--- src/rtl/fetch_stepper.sv ---
// fetch_stepper: instruction-cycle sequencer driving fetch strobes S1-S3, one-hot steps S4-S6,
// run/halt control with a latched halt request and an IAR stop-address breakpoint.
module fetch_stepper #(
    parameter int ADDR_W = 8,
    parameter int CNT_W  = 16
) (
    input  logic              clk,
    input  logic              reset_n,
    input  logic              run,
    input  logic              halt_req,
    input  logic              exec_done,
    input  logic              stop_en,
    input  logic [ADDR_W-1:0] stop_addr,
    input  logic [ADDR_W-1:0] iar_value,
    output logic              BUS1,
    output logic              OIAR,
    output logic              IIAR,
    output logic              IMAR,
    output logic              IACC,
    output logic              OACC,
    output logic              ORAM,
    output logic              IIR,
    output logic [5:0]        step,
    output logic              running,
    output logic              halted,
    output logic [CNT_W-1:0]  retired
);
    typedef enum logic [2:0] {IDLE, S1, S2, S3, S4, S5, S6, HALTED} state_t;
    state_t state;
    logic halt_pend, at_end, stop;
    always_comb begin
        at_end = state == S6 || ((state == S4 || state == S5) && exec_done);
        stop   = halt_req || halt_pend || (stop_en && iar_value == stop_addr);
    end
    always_ff @(posedge clk) begin
        if (!reset_n) begin
            state     <= IDLE;
            retired   <= '0;
            halt_pend <= 1'b0;
        end else begin
            if (at_end) retired <= retired + 1'b1;
            case (state)
                IDLE, HALTED: state <= run ? S1 : state;
                S1:           state <= S2;
                S2:           state <= S3;
                S3:           state <= S4;
                default:      state <= at_end ? (stop ? HALTED : S1) : state_t'(state + 3'd1);
            endcase
            // a halt requested mid-instruction is held until the boundary consumes it
            halt_pend <= (at_end || state == IDLE) ? 1'b0 :
                         (state == HALTED) ? (run && halt_req) : (halt_pend || halt_req);
        end
    end
    always_comb begin
        step    = {state == S6, state == S5, state == S4, state == S3, state == S2, state == S1};
        running = step != 6'd0;
        halted  = state == HALTED;
        OIAR    = state == S1;
        BUS1    = state == S1;
        IMAR    = state == S1;
        IACC    = state == S1;
        ORAM    = state == S2;
        IIR     = state == S2;
        OACC    = state == S3;
        IIAR    = state == S3;
    end
endmodule

--- config.mk ---
export PLATFORM = sky130hd
export DESIGN_NAME = fetch_stepper
export DESIGN_NICKNAME = d
export VERILOG_FILES = /design/src/rtl/fetch_stepper.sv
export SDC_FILE = /design/constraint.sdc
export NUM_CORES = 1
export LEC_CHECK = 0
export ABC_AREA = 0
export CAP_MARGIN = 20
export CORE_ASPECT_RATIO = 0.6
export CORE_MARGIN = 4
export CORE_UTILIZATION = 43
export CTS_BUF_LIST = sky130_fd_sc_hd__clkbuf_8 sky130_fd_sc_hd__clkbuf_16
export DETAILED_ROUTE_END_ITERATION = 8
export PLACE_DENSITY = 0.79
export SLEW_MARGIN = 20
export SYNTH_ARGS = -nofsm -noshare
export SYNTH_HDL_FRONTEND = slang
export SYNTH_SLANG_ARGS = --single-unit
--- constraint.sdc ---
create_clock -name clk -period 1.88 [get_ports clk]
set_input_delay 0.282 -clock clk [delete_from_list [all_inputs] [get_ports clk]]
set_output_delay 0.282 -clock clk [all_outputs]
set_load 0.01 [all_outputs]
# Word level (Yosys, flattened, before mapping)
# Index checks and enable logic that the tools add are counted.
dict set report totals {
  output_inout_bits 32
  ff_bits 20
}
dict set report op_classes {
  n_eq_ne 9
  bitwise_logic 1
  reduce_logical 12
  n_addsub 2
  muxes 5
}
# operator count
set ops {}
lappend ops {{$add A16 B1 Y16 const B} 1}
lappend ops {{$eq A3 B3 Y1 const B} 4}
lappend ops {{$pmux W3 S4} 1}
lappend ops {{$mux W3} 3}
lappend ops {{$eq A8 B8 Y1} 1}
lappend ops {{$eq A3 B2 Y1 const B} 2}
lappend ops {{$reduce_bool A6 Y1} 1}
lappend ops {{$logic_or A1 B1 Y1} 5}
lappend ops {{$reduce_or A2 Y1} 2}
lappend ops {{$add A3 B1 Y3 const B} 1}
lappend ops {{$eq A3 B1 Y1 const B} 1}
lappend ops {{$logic_and A1 B1 Y1} 3}
lappend ops {{$logic_not A3 Y1} 1}
lappend ops {{$ne A2 B2 Y1 const B} 1}
lappend ops {{$mux W1} 1}
lappend ops {{$not A1 Y1} 1}

# Depth between registers and ports, before layout
# Gate-level depths: netlist of the first run.
dict set report depth {
  depth_word 6
  depth_mapped 7
}

# Worst setup path before layout of the first run
# No wires, ideal clock.
dict set report synth_path {
  kind {register -> output}
  startpoint {reg state[2]}
  endpoint {out running}
  t_required_ns 1.598
  path_stages_with_launch 5
  slack_ns 0.072
  t_arrival_ns 1.526
  cell_sequence {dfxtp_1 buf_4 inv_1 ha_1 or4_1}
}
dict set report synth_between {
  elab_chain_cells 2
  elab_cells_between_ends 7
}
# element line_no
set synth_rtl {}
lappend synth_rtl {{start, declared} 29} ;# state_t state;
lappend synth_rtl {{start signal, assigned} 43} ;# IDLE, HALTED: state <= run ? S1 : state;
lappend synth_rtl {{start signal, assigned} 47} ;# default: state <= at_end ? (stop ? HALTED : S1) : state_t'(state + 3'd1);
lappend synth_rtl {{$eq A3 B2 Y1} --}
lappend synth_rtl {{named net IIAR} 17} ;# output logic IIAR,
lappend synth_rtl {{$reduce_bool A6 Y1} 56} ;# running = step != 6'd0;
lappend synth_rtl {{end, declared} 24} ;# output logic running,
# The timed path passes the listed nets, and every way through them passes these cells.

# Final worst setup path of the first run
dict set report layout_path {
  startpoint {reg state[0]}
  endpoint {out running}
}
dict set report layout_between {
  elab_chain_cells 2
  elab_cells_between_ends 7
}
# element line_no
set layout_rtl {}
lappend layout_rtl {{$eq A3 B1 Y1 (tied with other cells)} 55} ;# step = {state == S6, state == S5, state == S4, state == S3, state == S2, state == S1};
lappend layout_rtl {{$reduce_bool A6 Y1 (*)} 56}
# Mark *: on every way between the ends. The rest lies on a longest branch, timed or not.

==> Implementation_results.wiki, run 1 <==
{| class="wikitable"
! Metric !! Value
|-
| Status || complete, no violations
|-
| Average cell area after synthesis || about 9 µm²
|-
| Hold violation count in the final report || 0
|-
| Cell accounting for the most synthesized area || sky130_fd_sc_hd__dfxtp_1
|-
| Number of nets with antenna violations after detailed routing || 0
|-
| Synthesized flop and latch total || 20
|-
| Start of the worst register-to-register path || state[0]
|-
| GPL Wtd Cong || around 0.85
|-
| H-tree depth reported by CTS || 1
|-
| Unrepaired setup endpoints after global routing || yes
|-
| Most Frequent Cell on Critical Path || sky130_fd_sc_hd__ha_4
|-
| Utilization of the core after routing || 0.701
|-
| Number of antenna violations at the first check in global routing || 0
|-
| Setup Skew || 0.00222 ns
|-
| Routed wire length || between 3 and 4 mm
|-
| Minimum clock period || 1.86 ns
|-
| Initial detailed-routing violation count || between 80 and 90
|-
| Post-detailed-route DRC marker count || 0
|-
| Vertical die dimension || 51.5 µm
|-
| Largest net degree at the start of global routing || 15
|-
| Hold Path Cell Cnt || 2
|-
| Fmax achieved || between 500 and 600 MHz
|-
| Fraction of the yosys area taken by sequential cells || 0.295
|-
| Layout Nets || 241
|-
| Count of standard-cell rows || 15
|-
| Critical path startpoint category || flip-flop
|-
| Initial core utilization || 0.460
|-
| Reg2Reg Capture Point || state[1]
|-
| Sort of element at the end of the critical path || output pin
|-
| Hold Path Class || flip-flop to flip-flop
|-
| Sum of net half-perimeters after detailed placement || 3.01 mm
|-
| Worst min-delay path startpoint || retired[15]
|-
| Number of library cell types mapped by synthesis || 43
|-
| Ranking of synthesized cells by area || sky130_fd_sc_hd__dfxtp_1, sky130_fd_sc_hd__ha_1, sky130_fd_sc_hd__xor2_1, sky130_fd_sc_hd__buf_4, sky130_fd_sc_hd__xnor2_1
|-
| Inserted Clock Buffers || 3
|-
| Count of port buffers added during placement || 53
|-
| Die W || about 81 µm
|-
| Crit path cell chain || ha_4, ha_4, or4_1, buf_2
|-
| GRT Residual Overflow || 0
|-
| Die Footprint || just over 4000 µm²
|-
| Share of layout cells above drive strength 1 || 0.190
|-
| Area share of the leading cell type in the synthesized netlist || 0.295
|-
| Sinks on Clock Net || 20
|-
| Worst-Margin Slew || about 0.46 ns
|-
| Count of pins over their slew limit || 0
|-
| Library cell used as clock root buffer || sky130_fd_sc_hd__clkbuf_8
|-
| Avg WL per Cell || roughly 15 µm
|-
| Largest stage delay, worst path || 0.46 ns
|-
| Relative slew margins || 0.696
|-
| Max VDD drop || 0.438 mV
|-
| Clock latency at the later pin of the worst-skew pair || approximately 0.25 ns
|-
| Vias || 1347
|-
| Cell with the largest stage delay on the worst path || sky130_fd_sc_hd__or4_1
|-
| Number of diodes added for antenna fixing || 0
|-
| Most common library cell in the layout ignoring fill and taps || sky130_fd_sc_hd__clkdlybuf4s50_1
|-
| Wire length of the first global-routing pass || 6.07 mm
|-
| Setup violation total in the final timing report || 0
|-
| Commonest register cell after synthesis || sky130_fd_sc_hd__dfxtp_1
|-
| Fin Hold WS || 0.485 ns
|-
| Fill count || between 200 and 300
|-
| Total core area || 2950 µm²
|-
| Flop2flop setup slack || 0.04 ns
|-
| Number of primary I/O pins || between 50 and 60
|-
| Number of max-capacitance violations reported || 0
|-
| Critical path fanouts, max || 4
|-
| Signal arrival time at the worst endpoint || around 1.6 ns
|-
| Kind of critical path || flip-flop to output pin
|-
| Top library cells by usage in the layout, fill and taps aside || sky130_fd_sc_hd__clkdlybuf4s50_1, sky130_fd_sc_hd__dfxtp_1, sky130_fd_sc_hd__dlygate4sd2_1, sky130_fd_sc_hd__buf_4
|-
| Path depth of the worst reg2reg path || 7
|-
| CTS max path bufs || 2
|-
| Required time of the critical path || around 1.6 ns
|-
| CTS tree || built
|-
| LEAKAGE || 0.844 nW
|-
| 1st-pass router iterations || 4
|-
| Nets in the synthesized netlist || ~180
|-
| Number of enable-type register cells in the synthesized netlist || 0
|-
| Ys async rst share || 0
|-
| Vias in the first global route || ~1300
|-
| Gate count after technology mapping || 153
|-
| Power density relative to cell area || 871 nW/µm²
|-
| Period Utilization, post-route || 0.987
|-
| Hold Path Sink || retired[15]
|-
| Combined area of all synthesized cells || 1360 µm²
|-
| Ys Warns || 0
|-
| CTS clk-pin slew, worst paths || around 0.07 ns
|-
| Area overhead of the layout relative to synthesis || 52.4%
|-
| Global-route usage over all layers || 0.189
|-
| Sum Neg Setup Slack || 0 ns
|-
| Via density per instance || 5.32
|}
[per-stage QoR]
| step | power, mW | setup WS [ns] | instance area, µm² | std cells |
|---|---|---|---|---|
| CTS | 1.70 | 0.0175 | 2000 | 252 |
| global route | 1.89 | -0.0165 | 2070 | 253 |
| finish | 1.80 | 0.0238 | 2070 | 253 |
| global placement | 1.41 | -0.0589 | 1950 | 248 |
| detailed placement | 1.43 | -0.114 | 1950 | 248 |
| floorplan | 1.07 | 0.0720 | 1360 | 153 |
[state kept, by name (all words and copies together) (netlist names)]
| name | flops |
|---|---|
| halt_pend | 1 |
| state | 3 |
| retired | 16 |
[power breakdown]
part | internal, mW | switching [mW]
Sequential | 0.469 | 0.0525
Clock | 0.186 | 0.135
Combinational | 0.472 | 0.485
Total | 1.13 | 0.673
[Yosys cell counts, drive strengths merged, types with 3 or more instances]
master	number
inv	6
o21ai	10
mux2i	4
dfxtp	20
or3	4
a211oi	3
o2111ai	3
a21oi	7
nand2	12
nand2b	3
ha	7
buf	9
nand3	4
nor2	11
nor3	3
xor2	10
nand4	4
xnor2	6
and2	3
[repair_timing]
action,in CTS,in global routing
setup buffers,0,1
hold buffers,0,0
pin swaps,0,4
setup endpoints to repair,17,6
cloned,0,0
gates resized for setup,25,15
[layer usage]
layer,wire (µm),global-route usage,part of all wire,up-vias
li1,-,-,-,653
met1,1840,0.256,0.47,650
met2,1840,0.320,0.47,38
met3,164,0.0294,0.042,6
met4,52,0.0421,0.013,0
met5,0,0,0,-
[worst max-delay path: cells and delay by family, from the launching register on]
kind          cells  cell delay (ns)
flops             1             0.38
simple gates      1             0.46
fa+ha+maj         2             0.32
buf+inv           1             0.15
[worst max-delay path by stage]
stage                   end  startpoint  depth (start not counted)
CTS                 running    state[0]                          4
detailed placement  running    state[0]                          5
finish              running    state[0]                          4
global placement    running    state[0]                          4
global route        running    state[0]                          5
floorplan           running    state[2]                          4
[cell type report]
class                      count  area [µm²]  share of cell area
multi-input combinational    115         920               0.445
timing repair buffer          65         598               0.289
sequential                    20         408               0.197
clock buffer                   4        55.1              0.0266
tap                           42        52.6              0.0254
inverter                       7        33.8              0.0163
[logic make-up (layout without fill, tap and decap cells)]
family	after synthesis	in the layout	share of synthesized area
buffers and inverters	18	76	0.0784
XOR/XNOR	16	16	0.103
multiplexers	4	4	0.0295
AND/OR/NAND/NOR	55	55	0.220
AO/OA/AOI/OAI	33	33	0.209
adder cells (fa/ha/maj)	7	7	0.0646
flip-flops	20	20	0.295
No activity file was read; power rests on OpenSTA's default activity.
==> run 2, diff against run 1 <==
--- a/config.mk
+++ b/config.mk
@@ -15,2 +15,4 @@
 export PLACE_DENSITY = 0.79
+export SETUP_SLACK_MARGIN = 0.05
+export SKIP_LAST_GASP = 1
 export SLEW_MARGIN = 20
--- a/constraint.sdc
+++ b/constraint.sdc
@@ -3,2 +3,2 @@
 set_output_delay 0.282 -clock clk [all_outputs]
-set_load 0.01 [all_outputs]
+set_load 0.005 [all_outputs]
==> run 2 against run 1 <==
Net effect:
- the run now ends with setup timing left
- final cell count grew 1.6%
- cell area rose by 1.4%
- sequential cell count unchanged
- largest power group unchanged
- combinational power grew 8%
- critical path type unchanged
- highest routed layer unchanged
- first-iteration DRC count is 60% higher
==> Implementation_results.wiki, run 2 (synthesized netlist as in run 1, its figures left out) <==
{| class="wikitable"
! Metric !! Value
|-
| Clock latency at the later pin of the worst-skew pair || 0.26 ns (was 0.25 ns)
|-
| GRT Residual Overflow || 0 (unchanged)
|-
| Share of layout cells above drive strength 1 || 0.205 (was 0.190)
|-
| 1st-pass router iterations || 4 (unchanged)
|-
| Largest net degree at the start of global routing || 15 (unchanged)
|-
| Flop2flop setup slack || 0 ns (was 0.04 ns)
|-
| Register bank with the most flops || retired (unchanged)
|-
| Part of the power in combinational logic || 0.566 (was 0.532)
|-
| Initial core utilization || 0.460 (unchanged)
|-
| Required time of the critical path || 1.60 ns (about the same)
|-
| Start of the worst register-to-register path || state[0] (unchanged)
|-
| Reg2Reg Capture Point || state[1] (unchanged)
|-
| Hold Path Class || flip-flop to flip-flop (unchanged)
|-
| Number of flip-flops under the largest register name || 16 (unchanged)
|-
| Setup violation total in the final timing report || 4 (was 0)
|-
| Fill count || 222 (was 250)
|-
| Total core area || 2950 µm² (unchanged)
|-
| Number of diodes added for antenna fixing || 0 (unchanged)
|-
| Sinks on Clock Net || 20 (unchanged)
|-
| Switching Share || 0.363 (was 0.374)
|-
| Path depth of the worst reg2reg path || 8 (was 7)
|-
| Power density relative to cell area || 866 nW/µm² (was 871 nW/µm²)
|-
| Hold violation count in the final report || 0 (unchanged)
|-
| Sum Neg Setup Slack || -0.106 ns (was 0 ns)
|-
| Initial detailed-routing violation count || 136 (was 85)
|-
| LEAKAGE || 0.886 nW (was 0.844 nW)
|-
| Status || finished with violations (was complete, no violations)
|-
| Vias || 1397 (was 1347)
|-
| Post-detailed-route DRC marker count || 0 (unchanged)
|-
| Largest regs || retired (16), state (3), halt_pend (1) (unchanged)
|-
| Sort of element at the end of the critical path || output pin (unchanged)
|-
| Total internal power || 1.16 mW (was 1.13 mW)
|-
| Via density per instance || 5.44 (was 5.32)
|-
| Minimum clock period || 1.93 ns (was 1.86 ns)
|-
| CTS tree || built (unchanged)
|-
| Library cell used as clock root buffer || sky130_fd_sc_hd__clkbuf_8 (unchanged)
|-
| Setup Skew || 0.00529 ns (was 0.00222 ns)
|-
| Cts-stage hold buffer count || 0 (unchanged)
|-
| Number of max-capacitance violations reported || 0 (unchanged)
|-
| Critical path launch point || state[1] (was state[0])
|-
| Post-detailed-placement cell area || 1950 µm² (unchanged)
|-
| Worst Setup Slack, final || -0.0506 ns (was 0.0238 ns)
|-
| Sum of net half-perimeters after detailed placement || 3.00 mm (was 3.01 mm)
|-
| Worst-Margin Slew || 0.476 ns (was 0.456 ns)
|-
| Final Power || 1.82 mW (was 1.80 mW)
|-
| Period Utilization, post-route || 1.03 (was 0.987)
|-
| Layout Nets || 246 (was 241)
|-
| Critical path fanouts, max || 4 (unchanged)
|-
| Part of the total power dissipated in sequential elements || 0.275 (was 0.290)
|-
| Max VDD drop || 0.452 mV (was 0.438 mV)
|-
| CTS max path bufs || 2 (unchanged)
|-
| Number of nets with antenna violations after detailed routing || 0 (unchanged)
|-
| Vias in the first global route || 1343 (was 1291)
|-
| Relative slew margins || 0.682 (was 0.696)
|-
| Avg WL per Cell || 15.7 µm (was 15.4 µm)
|-
| Fmax achieved || 518 MHz (was 539 MHz)
|-
| H-tree depth reported by CTS || 1 (unchanged)
|-
| Failing checks || setup timing
|-
| Share of total power in the clock network || 0.159 (was 0.178)
|-
| Vertical die dimension || 51.5 µm (unchanged)
|-
| Number of primary I/O pins || 54 (unchanged)
|-
| Switching Power || 0.660 mW (was 0.673 mW)
|-
| CTS clk-pin slew, worst paths || 0.07 ns (about the same)
|-
| Fin cells || 257 (was 253)
|-
| Inserted Clock Buffers || 3 (unchanged)
|-
| Signal arrival time at the worst endpoint || 1.65 ns (was 1.57 ns)
|-
| Global-route usage over all layers || 0.198 (was 0.189)
|-
| Count of pins over their slew limit || 0 (unchanged)
|-
| Critical path startpoint category || flip-flop (unchanged)
|-
| Number of cells in the design after placement || 248 (unchanged)
|-
| Cell area after layout || 2100 µm² (was 2070 µm²)
|-
| Die Footprint || 4150 µm² (unchanged)
|-
| Routed wire length || 4.04 mm (was 3.89 mm)
|-
| Wire length of the first global-routing pass || 6.33 mm (was 6.07 mm)
|-
| GPL Wtd Cong || 0.942 (was 0.854)
|-
| Count of port buffers added during placement || 53 (unchanged)
|-
| Kind of critical path || flip-flop to output pin (unchanged)
|-
| Most common library cell in the layout ignoring fill and taps || sky130_fd_sc_hd__clkdlybuf4s50_1 (unchanged)
|-
| Area overhead of the layout relative to synthesis || 54.5% (was 52.4%)
|-
| Count of standard-cell rows || 15 (unchanged)
|-
| Unrepaired setup endpoints after global routing || yes (unchanged)
|-
| Top library cells by usage in the layout, fill and taps aside || sky130_fd_sc_hd__clkdlybuf4s50_1, sky130_fd_sc_hd__dfxtp_1, sky130_fd_sc_hd__buf_4, sky130_fd_sc_hd__nor2_1, sky130_fd_sc_hd__nand2_1 (was sky130_fd_sc_hd__clkdlybuf4s50_1, sky130_fd_sc_hd__dfxtp_1, sky130_fd_sc_hd__dlygate4sd2_1, sky130_fd_sc_hd__buf_4)
|-
| Die W || 80.5 µm (unchanged)
|-
| Worst setup path endpoint || step[4] (was running)
|-
| Number of antenna violations at the first check in global routing || 0 (unchanged)
|}
## run 2: cell types whose count changed in the layout (fill, tap and decap cells not counted), sizes merged
| cell | delta |
|---|---|
| clkdlybuf4s50 | +2 |
| dlygate4sd2 | -6 |
| buf | +4 |
| dlymetal6s2s | +4 |
## run 2: how the worst min path moves through the flow
stage | slack (ns) | from | depth (start not counted) | end
after floorplan | 0.46 | retired[15] | 2 | retired[15]
after global placement | 0.46 | retired[15] | 2 | retired[15]
after detailed placement | 0.47 | retired[15] | 2 | retired[15]
after CTS | 0.48 | retired[15] | 2 | retired[15]
after global routing | 0.53 | retired[15] | 2 | retired[15]
final | 0.48 | retired[15] | 2 | retired[15]
## run 2: metal layers
layer,up-vias,part of all wire,global-route usage
met5,-,0,0
met2,60,0.48,0.348
met1,664,0.44,0.253
met4,0,0.0092,0.0449
li1,669,-,-
met3,4,0.067,0.0381
## run 2: repair_timing
action / CTS / global route
pin swaps: 1 / 2
resized for setup: 22 / 13
setup endpoints to repair: 16 / 20
buffers inserted: 2 / 4
## run 2: layout make-up
type / count / area, µm² / share of cell area
clock buffers: 3 / 41.3 / 0.0197
inverters: 7 / 31.3 / 0.0149
multi-input cells: 115 / 897 / 0.428
flip-flops and latches: 20 / 405 / 0.193
well taps: 42 / 52.6 / 0.0251
repair buffers: 70 / 668 / 0.319
## run 2: power by group through the flow
stage / combinational, mW / clock (mW) / sequential, mW
CTS: 0.928 / 0.288 / 0.492
finish: 1.03 / 0.289 / 0.498
global placement: 0.854 / 0 / 0.493
detailed placement: 0.893 / 0 / 0.498
global route: 1.09 / 0.313 / 0.504
floorplan: 0.519 / 0 / 0.503
## run 2: critical path: stages (launching register included)
cell                              delay (ns)
sky130_fd_sc_hd__dfxtp_2                0.34
sky130_fd_sc_hd__inv_1                  0.08
sky130_fd_sc_hd__ha_2                   0.22
sky130_fd_sc_hd__buf_6                  0.13
sky130_fd_sc_hd__and2_1                 0.13
sky130_fd_sc_hd__clkdlybuf4s50_1        0.50
## run 2: per-stage QoR
stage	util	worst slack, ns	hold slack (ns)
2_1_floorplan	-	0.143	0.462
3_3_place_gp	0.661	-0.0262	0.456
3_5_place_dp	0.661	-0.0933	0.469
4_1_cts	0.691	-0.132	0.483
5_1_grt	0.711	-0.108	0.532
6_report	0.711	-0.0506	0.481
